**config.mk**
```make
export PLATFORM = sky130hd
export DESIGN_NAME = cordic_vectoring
export DESIGN_NICKNAME = d
export VERILOG_FILES = /design/src/rtl/cordic_vectoring.sv
export SDC_FILE = /design/constraint.sdc
export NUM_CORES = 1
export LEC_CHECK = 0
export ABC_AREA = 1
export CAP_MARGIN = 10
export CORE_ASPECT_RATIO = 0.6
export CORE_MARGIN = 5
export CORE_UTILIZATION = 59
export CTS_BUF_LIST = sky130_fd_sc_hd__clkbuf_8
export DETAILED_ROUTE_END_ITERATION = 16
export PLACE_DENSITY = 0.92
export SLEW_MARGIN = 5
export SYNTH_ARGS = -nofsm -noshare
export SYNTH_HDL_FRONTEND = slang
export SYNTH_SLANG_ARGS = --single-unit
```
**constraint.sdc**
```tcl
create_clock -name i_clk -period 5.5 [get_ports i_clk]
set_input_delay 1.375 -clock i_clk [delete_from_list [all_inputs] [get_ports i_clk]]
set_output_delay 1.375 -clock i_clk [all_outputs]
set_load 0.01 [all_outputs]
```
**src/rtl/cordic_vectoring.sv**
```systemverilog
// rtl/cordic_vectoring.sv - iterative CORDIC vectoring engine: (x, y) to (angle, magnitude)
module cordic_vectoring #(
    parameter int ITER = 16
) (
    input  logic               i_clk,
    input  logic               i_rst,
    input  logic               i_start,
    input  logic signed [15:0] i_x_in,
    input  logic signed [15:0] i_y_in,
    output logic               o_busy,
    output logic               o_done,
    output logic signed [15:0] o_angle_out,
    output logic        [15:0] o_mag_out
);

    typedef enum logic [1:0] {
        S_IDLE  = 2'd0,
        S_PRE   = 2'd1,
        S_ITER  = 2'd2,
        S_SCALE = 2'd3
    } state_t;

    localparam logic signed [15:0] PI_Q13      = 16'sd25736;
    localparam logic signed [15:0] HALF_PI_Q13 = 16'sd12868;

    state_t             r_state;
    state_t             w_state_next;
    logic signed [17:0] r_x;
    logic signed [17:0] r_y;
    logic signed [15:0] r_z;
    logic        [3:0]  r_iter;
    logic               r_zero;
    logic               r_done;
    logic signed [15:0] r_angle;
    logic        [15:0] r_mag;

    logic signed [15:0] w_atan;
    logic signed [17:0] w_x_sh;
    logic signed [17:0] w_y_sh;
    logic signed [35:0] w_prod;
    logic signed [35:0] w_mag_full;
    logic        [15:0] w_mag_sat;
    logic signed [15:0] w_angle_wrap;

    // arctan(2^-i) in Q3.13, rounded; the last two entries round to zero
    always_comb begin
        w_atan = 16'sd0;
        case (r_iter)
            4'd0:    w_atan = 16'sd6434;
            4'd1:    w_atan = 16'sd3798;
            4'd2:    w_atan = 16'sd2007;
            4'd3:    w_atan = 16'sd1019;
            4'd4:    w_atan = 16'sd511;
            4'd5:    w_atan = 16'sd256;
            4'd6:    w_atan = 16'sd128;
            4'd7:    w_atan = 16'sd64;
            4'd8:    w_atan = 16'sd32;
            4'd9:    w_atan = 16'sd16;
            4'd10:   w_atan = 16'sd8;
            4'd11:   w_atan = 16'sd4;
            4'd12:   w_atan = 16'sd2;
            4'd13:   w_atan = 16'sd1;
            default: w_atan = 16'sd0;
        endcase
    end

    // gain compensation with rounding, clamp to the unsigned output range, and fold -pi onto +pi
    always_comb begin
        w_x_sh       = r_x >>> r_iter;
        w_y_sh       = r_y >>> r_iter;
        w_prod       = $signed({{18{r_x[17]}}, r_x}) * 36'sd19898 + 36'sd16384;
        w_mag_full   = w_prod >>> 15;
        w_mag_sat    = w_mag_full[15:0];
        if (w_mag_full < 36'sd0) begin
            w_mag_sat = 16'd0;
        end else if (w_mag_full > 36'sd65535) begin
            w_mag_sat = 16'hFFFF;
        end
        w_angle_wrap = (r_z <= -PI_Q13) ? PI_Q13 : r_z;
    end

    // state register
    always_ff @(posedge i_clk or posedge i_rst) begin
        if (i_rst) begin
            r_state <= S_IDLE;
        end else begin
            r_state <= w_state_next;
        end
    end

    // next-state logic: start is only looked at in IDLE
    always_comb begin
        w_state_next = r_state;
        case (r_state)
            S_IDLE:  if (i_start) w_state_next = S_PRE;
            S_PRE:   w_state_next = S_ITER;
            S_ITER:  if (r_iter == 4'(ITER - 1)) w_state_next = S_SCALE;
            S_SCALE: w_state_next = S_IDLE;
            default: w_state_next = S_IDLE;
        endcase
    end

    // outputs: busy follows the state, done and results come from registers
    always_comb begin
        o_busy      = (r_state != S_IDLE);
        o_done      = r_done;
        o_angle_out = r_angle;
        o_mag_out   = r_mag;
    end

    // datapath: load, quadrant fold, micro-rotations, scaling
    always_ff @(posedge i_clk or posedge i_rst) begin
        if (i_rst) begin
            r_x     <= 18'sd0;
            r_y     <= 18'sd0;
            r_z     <= 16'sd0;
            r_iter  <= 4'd0;
            r_zero  <= 1'b0;
            r_done  <= 1'b0;
            r_angle <= 16'sd0;
            r_mag   <= 16'd0;
        end else begin
            r_done <= 1'b0;
            case (r_state)
                S_IDLE: begin
                    if (i_start) begin
                        r_x    <= {{2{i_x_in[15]}}, i_x_in};
                        r_y    <= {{2{i_y_in[15]}}, i_y_in};
                        r_z    <= 16'sd0;
                        r_zero <= (i_x_in == 16'sd0) && (i_y_in == 16'sd0);
                    end
                end
                S_PRE: begin
                    if (r_x < 18'sd0 && r_y >= 18'sd0) begin
                        r_x <= r_y;
                        r_y <= -r_x;
                        r_z <= HALF_PI_Q13;
                    end else if (r_x < 18'sd0) begin
                        r_x <= -r_y;
                        r_y <= r_x;
                        r_z <= -HALF_PI_Q13;
                    end
                    r_iter <= 4'd0;
                end
                S_ITER: begin
                    if (r_y >= 18'sd0) begin
                        r_x <= r_x + w_y_sh;
                        r_y <= r_y - w_x_sh;
                        r_z <= r_z + w_atan;
                    end else begin
                        r_x <= r_x - w_y_sh;
                        r_y <= r_y + w_x_sh;
                        r_z <= r_z - w_atan;
                    end
                    r_iter <= r_iter + 4'd1;
                end
                S_SCALE: begin
                    r_mag   <= r_zero ? 16'd0 : w_mag_sat;
                    r_angle <= r_zero ? 16'sd0 : w_angle_wrap;
                    r_done  <= 1'b1;
                end
                default: ;
            endcase
        end
    end

endmodule

```
== After elaboration in Yosys (flattened, before gate mapping) ==
Memories as Yosys holds them, arrays and structs flattened.
Index checks and enable logic that the tools add are counted.
Operators by class
  add/subtract/negate cells: 10
  multipliers: 1
  magnitude comparators: 5
  equal/unequal tests: 7
  shift-type cells: 2
  mux-type cells: 25
  reduce and logical (&&, ||, !) cells: 11
Operators with widths (count)
  16-bit two-way mux: 9
  18-bit two-way mux: 8
  18-bit case mux with 3 select lines: 2
  16-bit case mux with 3 select lines: 1
  18-bit adder: 2
  18-bit negation: 2
  18-bit by 4-bit >>> shifter with 18-bit output: 2
  18-bit subtractor: 2
  34-bit by 16-bit adder with 35-bit output (second input constant): 1
  18-bit by 15-bit multiplier with 33-bit output (second input constant): 1
  16-bit zero test: 2
  20-bit by 17-bit greater-than comparator with 1-bit output (second input constant): 1
  20-bit by 1-bit less-than comparator with 1-bit output (second input constant): 1
  18-bit by 1-bit greater-or-equal comparator with 1-bit output (second input constant): 1
  18-bit by 1-bit less-than comparator with 1-bit output (second input constant): 1
  16-bit adder: 1
  16-bit <= comparator (second input constant): 1
  16-bit subtractor: 1
  2-bit case mux with 4 select lines: 1
  4-bit case mux with 2 select lines: 1
  4-bit by 1-bit adder with 4-bit output (second input constant): 1
  2-bit == test (second input constant): 2
  4-bit == test (second input constant): 1
  2-bit two-way mux: 2
  10 further kinds: 14
Word-level totals
  register bits: 92
  ROM bits: 208
  input bits: 35
  output and inout bits: 34
  logic and storage cells: 71
  memories kept: 1
Memory list
  (name not given): depth 16, width 13, read ports 1, clocked after memory_dff 0, write ports 0, line 48  | case (r_iter)

== Logic depth before layout (Yosys ltp) ==
Gate-level depths: netlist of run 1.
  depth after elaboration: 6
  mapped depth: 37
  mapped depth without buffers: 36

== Worst setup path after synthesis of run 1 ==
No wires, ideal clock.
  kind: register to register
  from: register r_x[6]
  to: register r_mag[14] (netlist: o_mag_out[14])
  setup time: 0.116 ns
  arrival: 5.835 ns
  data required time: 5.384 ns
  path slack: -0.452 ns
  stages on the path, launching flop included: 33
  path buffers: 1
  period minus slack after synthesis: 5.952 ns
  cell sequence: dfrtp_1 -> inv_1 -> ha_1 -> inv_1 -> fa_1 -> fa_1 -> fa_1 -> inv_1 -> fa_1 -> inv_1 -> fa_1 -> inv_1 -> ha_1 -> nand2_1 -> nor2_2 -> nand3_1 -> nand3_1 -> xor2_1 -> ha_1 -> nand2_2 -> nor2_4 -> nand3_4 -> clkinv_2 -> nand2_2 -> nor2_4 -> nand2_1 -> nand2_2 -> nand3_4 -> nand2_4 -> buf_12 -> nand2_2 -> nand2_1 -> nand2_1
On the way
  word-level cells in the longest chain between the ends: 6
  elaborated cells on any way between the ends: 7
  classes of those cells: add/sub (1); mul (1); order compare (2); mux (3)
Ends and longest elaborated chain
  start: declaration: line 28  | logic signed [17:0] r_x;
  start signal: assignment: line 127  | r_x <= {{2{i_x_in[15]}}, i_x_in};
  start signal: assignment: line 135  | r_x <= r_y;
  start signal: assignment: line 139  | r_x <= -r_y;
  18-bit by 15-bit multiplier with 33-bit output (*): line 71  | w_prod = $signed({{18{r_x[17]}}, r_x}) * 36'sd19898 + 36'sd16384;
  34-bit by 16-bit adder with 35-bit output (*): line 71
  20-bit by 17-bit greater-than comparator with 1-bit output: line 76  | end else if (w_mag_full > 36'sd65535) begin
  16-bit two-way mux: line 76
  16-bit two-way mux (*): line 74  | if (w_mag_full < 36'sd0) begin
  16-bit two-way mux (*): line 158  | r_mag <= r_zero ? 16'd0 : w_mag_sat;
  end signal: assignment: line 158
  end: declaration: line 35  | logic [15:0] r_mag;
Mark *: on every way between the ends. The rest lies on a longest branch, timed or not.
A chain may end at the register's enable or synchronous reset.

== Worst setup path after layout of run 1 ==
  from: register r_x[12]
  to: register r_mag[13] (netlist: o_mag_out[13])
Same word-level chain as after synthesis.

==> metrics.md, run 1 <==
| Metric | Value |
|---|---|
| Status | `complete, but fails checks` |
| Failing checks | `negative setup slack` |
| Core box area | `between 0.02 and 0.03 mm^2` |
| Htree depth | `3` |
| CTS clock-pin slew for the worst setup and hold paths | `120 ps` |
| Hold_ws | `around 490 ps` |
| Initial DRT Pass Iterations | `7` |
| Yosys top cell area share | `between 10 and 15%` |
| Die Wd | `about 230 um` |
| Critical R2R Launch | `r_x[12]` |
| DRC | `0` |
| Final nets | `3104` |
| Reg2Reg Depth | `31` |
| GRT Max-Usage Layer | `met1` |
| Commonest non-fill, non-tap cells in the layout | `nand2_1 (575), inv_1 (412), buf_4 (237)` |
| R2R Path End | `o_mag_out[13]` |
| Worst-skew pair later-pin latency | `around 440 ps` |
| # setup viols final | `16` |
| Grt met1 use | `about three fifths` |
| Fillers | `around 2200` |
| Post-synth ARST share | `100%` |
| Worst path slowest cell | `fa_1` |
| Initial antenna violation count | `2` |
| Site Rows | `48` |
| Largest net degree at the start of global routing | `70` |
| Min-delay src | `o_mag_out[7]` |
| GRT Overall Usage | `40.6%` |
| EDFF count, synth | `0` |
| Hold Path Class | `reg -> reg` |
| Die footprint | `between 0.03 and 0.04 mm^2` |
| Worst-margin pin slew | `~1000 ps` |
| Cells after synthesis | `approximately 2500` |
| Slew HR | `around a third` |
| Root Driver | `clkbuf_8` |
| Routed WL | `roughly 67000 um` |
| Met2 Resource Use GR | `about 55%` |
| First-pass GRT wire length | `between 100000 and 150000 um` |
| Most area-hungry cell type in the Yosys netlist | `fa_1` |
| I/O pins | `69` |
| Endpoint class of the critical path | `flop` |
| FF+latch count, synth | `about 90` |
| Synth Area in Simple Gates | `about a quarter` |
| Die boundary height | `~140 um` |
| Tmin final | `about 6300 ps` |
| Syn nets | `between 2000 and 3000` |
| Total grt overflow | `0` |
| Initial drt markers | `3070` |
| Hold-critical path endpoint | `o_mag_out[7]` |
| Critical-path maximum fanout | `7` |
| Max_cap viols | `0` |
| Routed vias | `18800` |
| Clock Tree Buf Depth | `2` |
| CTS Hold Bufs | `0` |
| Port buffer count | `between 60 and 70` |
| M3 GR Usage | `between 10% and 20%` |
| Ys flop type | `dfrtp_1` |
| Startpoint Class | `flop` |
| Critical setup path kind | `reg -> reg` |
| Num CTS Buffers | `9` |
| Yosys warnings | `0` |
| Unique cell type count in the Yosys netlist | `61` |
| CP required | `between 5000 and 6000 ps` |
| Compound-Gate Fraction of Synth Area | `between 15 and 20%` |
| Share of layout cells above drive strength 1 | `18.5%` |
| Tcrit/Tclk final | `115%` |
| Fmax | `roughly 160 MHz` |
| Largest family of logic cells by synthesized area | `adder cells` |
| Synth Area in XOR/XNOR | `about 3.2%` |
| Syn_area_per_cell | `between 6 and 7 um^2` |
| Number of antenna diodes | `0` |
| Vias/cell | `around 6` |
| Buffers plus inverters on the worst setup path | `7` |
| Family with the most delay on the worst path | `adder cells` |
| Reg-to-reg setup timing slack | `-800 ps` |
| Initial Utilization | `between 50% and 60%` |
| Top post-synthesis cells by area | `fa_1 (14%), ha_1 (14%), dfrtp_1 (14%), nand2_1 (14%), inv_1 (9.7%)` |
| CTS tree | `built` |
| Crit-path most repeated cell | `nand2_1` |
| Dpl hpwl | `about 55000 um` |
| RD Place Congestion | `about 1.1` |
| Seq/Total Area, Yosys | `roughly 14%` |
| Clock skew | `between 20 and 25 ps` |
| Commonest non-fill, non-tap cell in the layout | `nand2_1` |
| Antenna violation net count after detailed routing | `0` |
| CTS Sinks | `a little over 90` |
| Final hold violation count | `0` |
| Synth-to-Final Area Change | `22.0%` |
| RSZ-0062 raised after global routing | `yes` |
| Worst setup margin | `-805 ps` |
| Max incr delay on CP | `540 ps` |
| Mux cell area share after synthesis | `less than 1%` |
| Slew Limit Fails | `0` |
| Crit path DAT | `~6600 ps` |
| Hold path cells | `2` |
| Vias in the first global route | `around 18000` |
| Post-Synth Adder-Cell Area | `between 20% and 30%` |
| Post-Synthesis Cell Area | `0.0170 mm^2` |
| Routed WL per cell | `~22 um` |
[synth_stat cells (3+ instances only)]
master / count
nand3b_1: 7
nor2_4: 9
mux2i_1: 15
xnor2_1: 19
clkbuf_1: 41
nand2_1: 611
a21oi_1: 132
o311ai_0: 8
nand2_4: 3
inv_2: 9
a211oi_1: 4
o221ai_1: 5
nand2_2: 26
nor4_1: 11
dfrtp_1: 92
fa_1: 121
xor2_1: 39
o21a_1: 3
nor3_1: 30
o21bai_1: 6
o31ai_1: 18
a21o_1: 7
clkinv_1: 12
o21ai_1: 10
nor2_1: 155
nand3_1: 104
or2_2: 17
buf_1: 9
buf_2: 13
a31oi_1: 14
inv_1: 440
o21ai_0: 222
o22ai_1: 6
nand4_1: 18
o211ai_1: 26
buf_6: 3
ha_1: 193
nand3_4: 4
nand3_2: 3
nor2_2: 9
[worst register-to-register path, delay by kind of cell (launching register included)]
family          cells  cell delay [ps]
buf+inv             7              540
compound gates      3              560
flops               1              460
fa+ha+maj           7             3040
simple gates       14             1620
[routing by layer]
metal / part of all wire (%) / vias to the layer above
met2: 38 / 1372
met1: 42 / 8730
met3: 18 / 173
li1: - / 8529
met5: 0.031 / -
met4: 2.3 / 4
[cell type report]
class / count / area (um^2) / area share (%)
clock inverter: 6 / 70.1 / 0.339
clock buffer: 10 / 138 / 0.665
tap: 375 / 469 / 2.27
timing repair buffer: 311 / 2550 / 12.3
multi-input combinational: 1879 / 13400 / 64.7
inverter: 462 / 1760 / 8.52
sequential: 92 / 2320 / 11.2
[cell families (layout without fill, tap and decap cells)]
| group | Yosys count | in the layout |
|---|---|---|
| mux | 15 | 15 |
| simple gates | 1013 | 1014 |
| xor+xnor | 60 | 60 |
| flops | 92 | 92 |
| fa+ha+maj | 314 | 314 |
| buf+inv | 531 | 789 |
| compound gates | 476 | 476 |
[registers in the layout (all words and copies together), names as in the netlist]
signal       count
r_x             18
o_angle_out     16
r_iter           4
r_zero           1
r_z             16
o_mag_out       16
r_y             18
r_state          2
o_done           1
[stage by stage]
stage / setup TNS, ps / setup WS [ps] / std cells / area [um^2] / utilization (%)
floorplan: -280 / -28.5 / 2501 / 17400 / -
global placement: -8200 / -559 / 3090 / 19900 / 69.8
detailed placement: -10580 / -712 / 3090 / 19900 / 69.8
CTS: -7510 / -484 / 3120 / 20400 / 71.4
global route: -15980 / -1030 / 3135 / 20700 / 72.5
finish: -12470 / -805 / 3135 / 20700 / 72.5
[worst max-delay path by stage]
stage               slack [ps]            end  cells after the start  startpoint
global placement          -560  o_mag_out[12]                     31      r_x[9]
finish                    -800  o_mag_out[13]                     31     r_x[12]
CTS                       -480  o_mag_out[13]                     31     r_x[10]
global route             -1030   o_mag_out[9]                     33     r_x[12]
detailed placement        -710  o_mag_out[13]                     31      r_x[9]
floorplan                  -30  o_mag_out[14]                     33      r_x[8]
[what timing repair did]
action / CTS / global route
pin swaps: 24 / 40
gates resized for setup: 32 / 68
cloned: 1 / 0
setup endpoints to repair: 16 / 29
setup buffers: 13 / 16
Power of run 1 is not shown: default switching activity piles up to over one toggle a cycle in this logic, so the estimate is an artifact.
==> inputs of run 2 (changes only) <==
--- a/config.mk
+++ b/config.mk
@@ -5,14 +5,13 @@
 export SDC_FILE = /design/constraint.sdc
 export NUM_CORES = 1
 export LEC_CHECK = 0
-export ABC_AREA = 1
 export CAP_MARGIN = 10
 export CORE_ASPECT_RATIO = 0.6
 export CORE_MARGIN = 5
-export CORE_UTILIZATION = 59
+export CORE_UTILIZATION = 58
 export CTS_BUF_LIST = sky130_fd_sc_hd__clkbuf_8
 export DETAILED_ROUTE_END_ITERATION = 16
-export PLACE_DENSITY = 0.92
+export PLACE_DENSITY = 0.91
 export SLEW_MARGIN = 5
 export SYNTH_ARGS = -nofsm -noshare
 export SYNTH_HDL_FRONTEND = slang
==> metrics.md, run 2 <==
| Metric | Value |
|---|---|
| Status | `complete, but fails checks` |
| Failing checks | `negative setup slack` |
| Top Layer Used | `met4` |
| Site Rows | `47` |
| Top Registers | `r_x: 18 flops, r_y: 18 flops` |
| Post-Synthesis Cell Area | `0.0161 mm^2` |
| Endpoint class of the critical path | `flop` |
| Min-delay src | `o_angle_out[7]` |
| Max incr delay on CP | `between 500 and 600 ps` |
| Most common library cells after synthesis | `inv_1 (265), ha_1 (193), o21ai_0 (180), nand2_1 (152), fa_1 (121)` |
| Hold path cells | `1` |
| Vias in the first global route | `around 16000` |
| Ys flop type | `dfrtp_1` |
| Buffers plus inverters on the worst setup path | `10` |
| Root Driver | `clkbuf_8` |
| EDFF count, synth | `0` |
| Reg2Reg Depth | `28` |
| Hold_ws | `approximately 520 ps` |
| Fmax | `145 MHz` |
| Startpoint Class | `flop` |
| Initial DRT Pass Iterations | `6` |
| Clock skew | `about 29 ps` |
| Most area-hungry cell type in the Yosys netlist | `fa_1` |
| First-pass GRT wire length | `87600 um` |
| Tmin final | `approximately 6900 ps` |
| Initial drt markers | `2244` |
| Initial Utilization | `around three fifths` |
| Routed WL per cell | `roughly 23 um` |
| FF+latch count, synth | `92` |
| # setup viols final | `16` |
| Placed insts | `between 2000 and 2500` |
| RSZ-0062 raised after global routing | `yes` |
| Slew HR | `between 10% and 20%` |
| Syn nets | `2231` |
| Tcrit/Tclk final | `125%` |
| Clock Tree Buf Depth | `2` |
| Share of layout cells above drive strength 1 | `22.8%` |
| Crit path DAT | `a little over 7000 ps` |
| Worst path slowest cell | `fa_1` |
| Vias/cell | `~6.4` |
| Setup tns final | `-21610 ps` |
| Yosys warnings | `0` |
| Critical setup path kind | `reg -> reg` |
| CTS Sinks | `92` |
| Family with the most delay on the worst path | `adder cells` |
| I/O pins | `~70` |
| Largest net degree at the start of global routing | `71` |
| Total grt overflow | `0` |
| Critical-path maximum fanout | `8` |
| Met1 Routed Length | `23900 um` |
| Core box area | `~0.027 mm^2` |
| GRT Overall Usage | `a little over a third` |
| CTS clock-pin slew for the worst setup and hold paths | `around 130 ps` |
| Worst-skew pair later-pin latency | `approximately 460 ps` |
| Metal3 WL | `a little over 8000 um` |
| Seq/Total Area, Yosys | `14.3%` |
| Hold Path Class | `reg -> reg` |
| Final nets | `between 2000 and 2500` |
| R2R Path End | `o_mag_out[11]` |
| Initial antenna violation count | `1` |
| Port buffer count | `68` |
| Most frequent cell after synthesis | `inv_1` |
| Die footprint | `0.0313 mm^2` |
| Layout Cells excl Fill | `~2500` |
| Htree depth | `3` |
| Num CTS Buffers | `9` |
| Antenna violation net count after detailed routing | `0` |
| RD Place Congestion | `between 1 and 1.5` |
| Dpl hpwl | `about 44000 um` |
| Slew Limit Fails | `0` |
| Routed WL | `about 58000 um` |
| Final hold violation count | `0` |
| Hold-critical path endpoint | `o_angle_out[7]` |
| Top post-synthesis cells by area | `fa_1 (15%), ha_1 (15%), dfrtp_1 (14%), inv_1 (6.2%), o21ai_0 (5.6%)` |
| Fillers | `between 1500 and 2000` |
| Yosys top cell area share | `about 15%` |
| Die Wd | `between 200 and 250 um` |
| Syn_area_per_cell | `about 8.5 um^2` |
| Synth-to-Final Area Change | `23.8%` |
| Commonest non-fill, non-tap cell in the layout | `buf_4` |
| Cells after synthesis | `~1900` |
| CP required | `5880 ps` |
| Worst setup margin | `-1390 ps` |
| Worst-margin pin slew | `around 1300 ps` |
| Commonest non-fill, non-tap cells in the layout | `buf_4 (246), inv_1 (234), ha_1 (163)` |
| Reg-to-reg setup timing slack | `-1390 ps` |
| Max_cap viols | `0` |
| Die boundary height | `between 100 and 150 um` |
| Routed vias | `16200` |
| Unique cell type count in the Yosys netlist | `slightly below 90` |
| Routed wl met2 | `between 20000 and 25000 um` |
| Pre-CTS WS | `-1340 ps` |
| DRC | `0` |
| Critical path depth | `28` |
| Critical R2R Launch | `r_x[12]` |
| CTS tree | `built` |
| Post-synth ARST share | `100%` |
[run 2: cell count changes after synthesis, moves of 41 or more]
cell | before | now
nand3_1 | 104 | 35
inv_1 | 440 | 265
o21ai_0 | 222 | 180
xnor2_1 | 19 | 81
a21oi_1 | 132 | 85
nand2_1 | 611 | 152
nor2_1 | 155 | 114
[run 2: layout make-up]
cell class                      instances  area, um^2  area share [%]
Inverter                              268        1030            5.18
Sequential cell                        92        2320            11.7
Antenna cell                            3        7.51          0.0377
Clock buffer                            9         124           0.622
Clock inverter                          7        80.1           0.402
Tap cell                              367         459            2.31
Multi-Input combinational cell       1437       13000            65.5
Timing Repair Buffer                  336        2840            14.3
[run 2: repair_timing]
action | in CTS | in global routing
pin swaps | 53 | 28
setup buffers | 31 | 20
hold endpoints to repair | 0 | 0
setup endpoints to repair | 17 | 31
hold buffers | 0 | 0
gates cloned | 1 | 2
resized for setup | 104 | 53
[run 2: metal layers]
| metal | GRT usage, % | vias up |
|---|---|---|
| li1 | - | 7065 |
| met3 | 13.2 | 192 |
| met5 | 0 | - |
| met2 | 50.2 | 1142 |
| met1 | 51.3 | 7776 |
| met4 | 10.1 | 0 |
[run 2: how the worst max path moves through the flow]
| stage | start | to | slack (ps) |
|---|---|---|---|
| after global routing | r_x[12] | o_mag_out[11] | -1550 |
| after global placement | r_x[12] | o_mag_out[12] | -1260 |
| final | r_x[12] | o_mag_out[11] | -1390 |
| after CTS | r_x[15] | o_mag_out[12] | -1010 |
| after floorplan | r_x[11] | o_mag_out[12] | -740 |
| after detailed placement | r_x[8] | o_mag_out[14] | -1340 |
[run 2: worst register-to-register path, delay by kind of cell (launching register included)]
kind                     cells  cell delay [ps]
flip-flops                   1              460
buffers and inverters       10             1350
AO/OA/AOI/OAI                7             1090
AND/OR/NAND/NOR              3              680
adder cells (fa/ha/maj)      7             3090
XOR/XNOR                     1              150
[run 2: logic make-up after synthesis]
kind of cell               after synthesis  synth area share, %
AOI/OAI and AO/OA                      464                 18.1
and+or+nand+nor                        460                 13.6
buffers and inverters                  353                 9.69
adders and majority gates              314                 30.1
xor gates and xnor gates               132                 7.19
DFF                                     92                 14.3
muxes                                   67                 7.03
[run 2: metrics by stage]
| step | utilization [%] | instance area [um^2] |
|---|---|---|
| finish | 72.5 | 19900 |
| floorplan | - | 16500 |
| detailed placement | 68.1 | 18700 |
| global route | 72.5 | 19900 |
| CTS | 71.0 | 19500 |
| global placement | 68.1 | 18700 |
Power of run 2 is left out for the same reason.
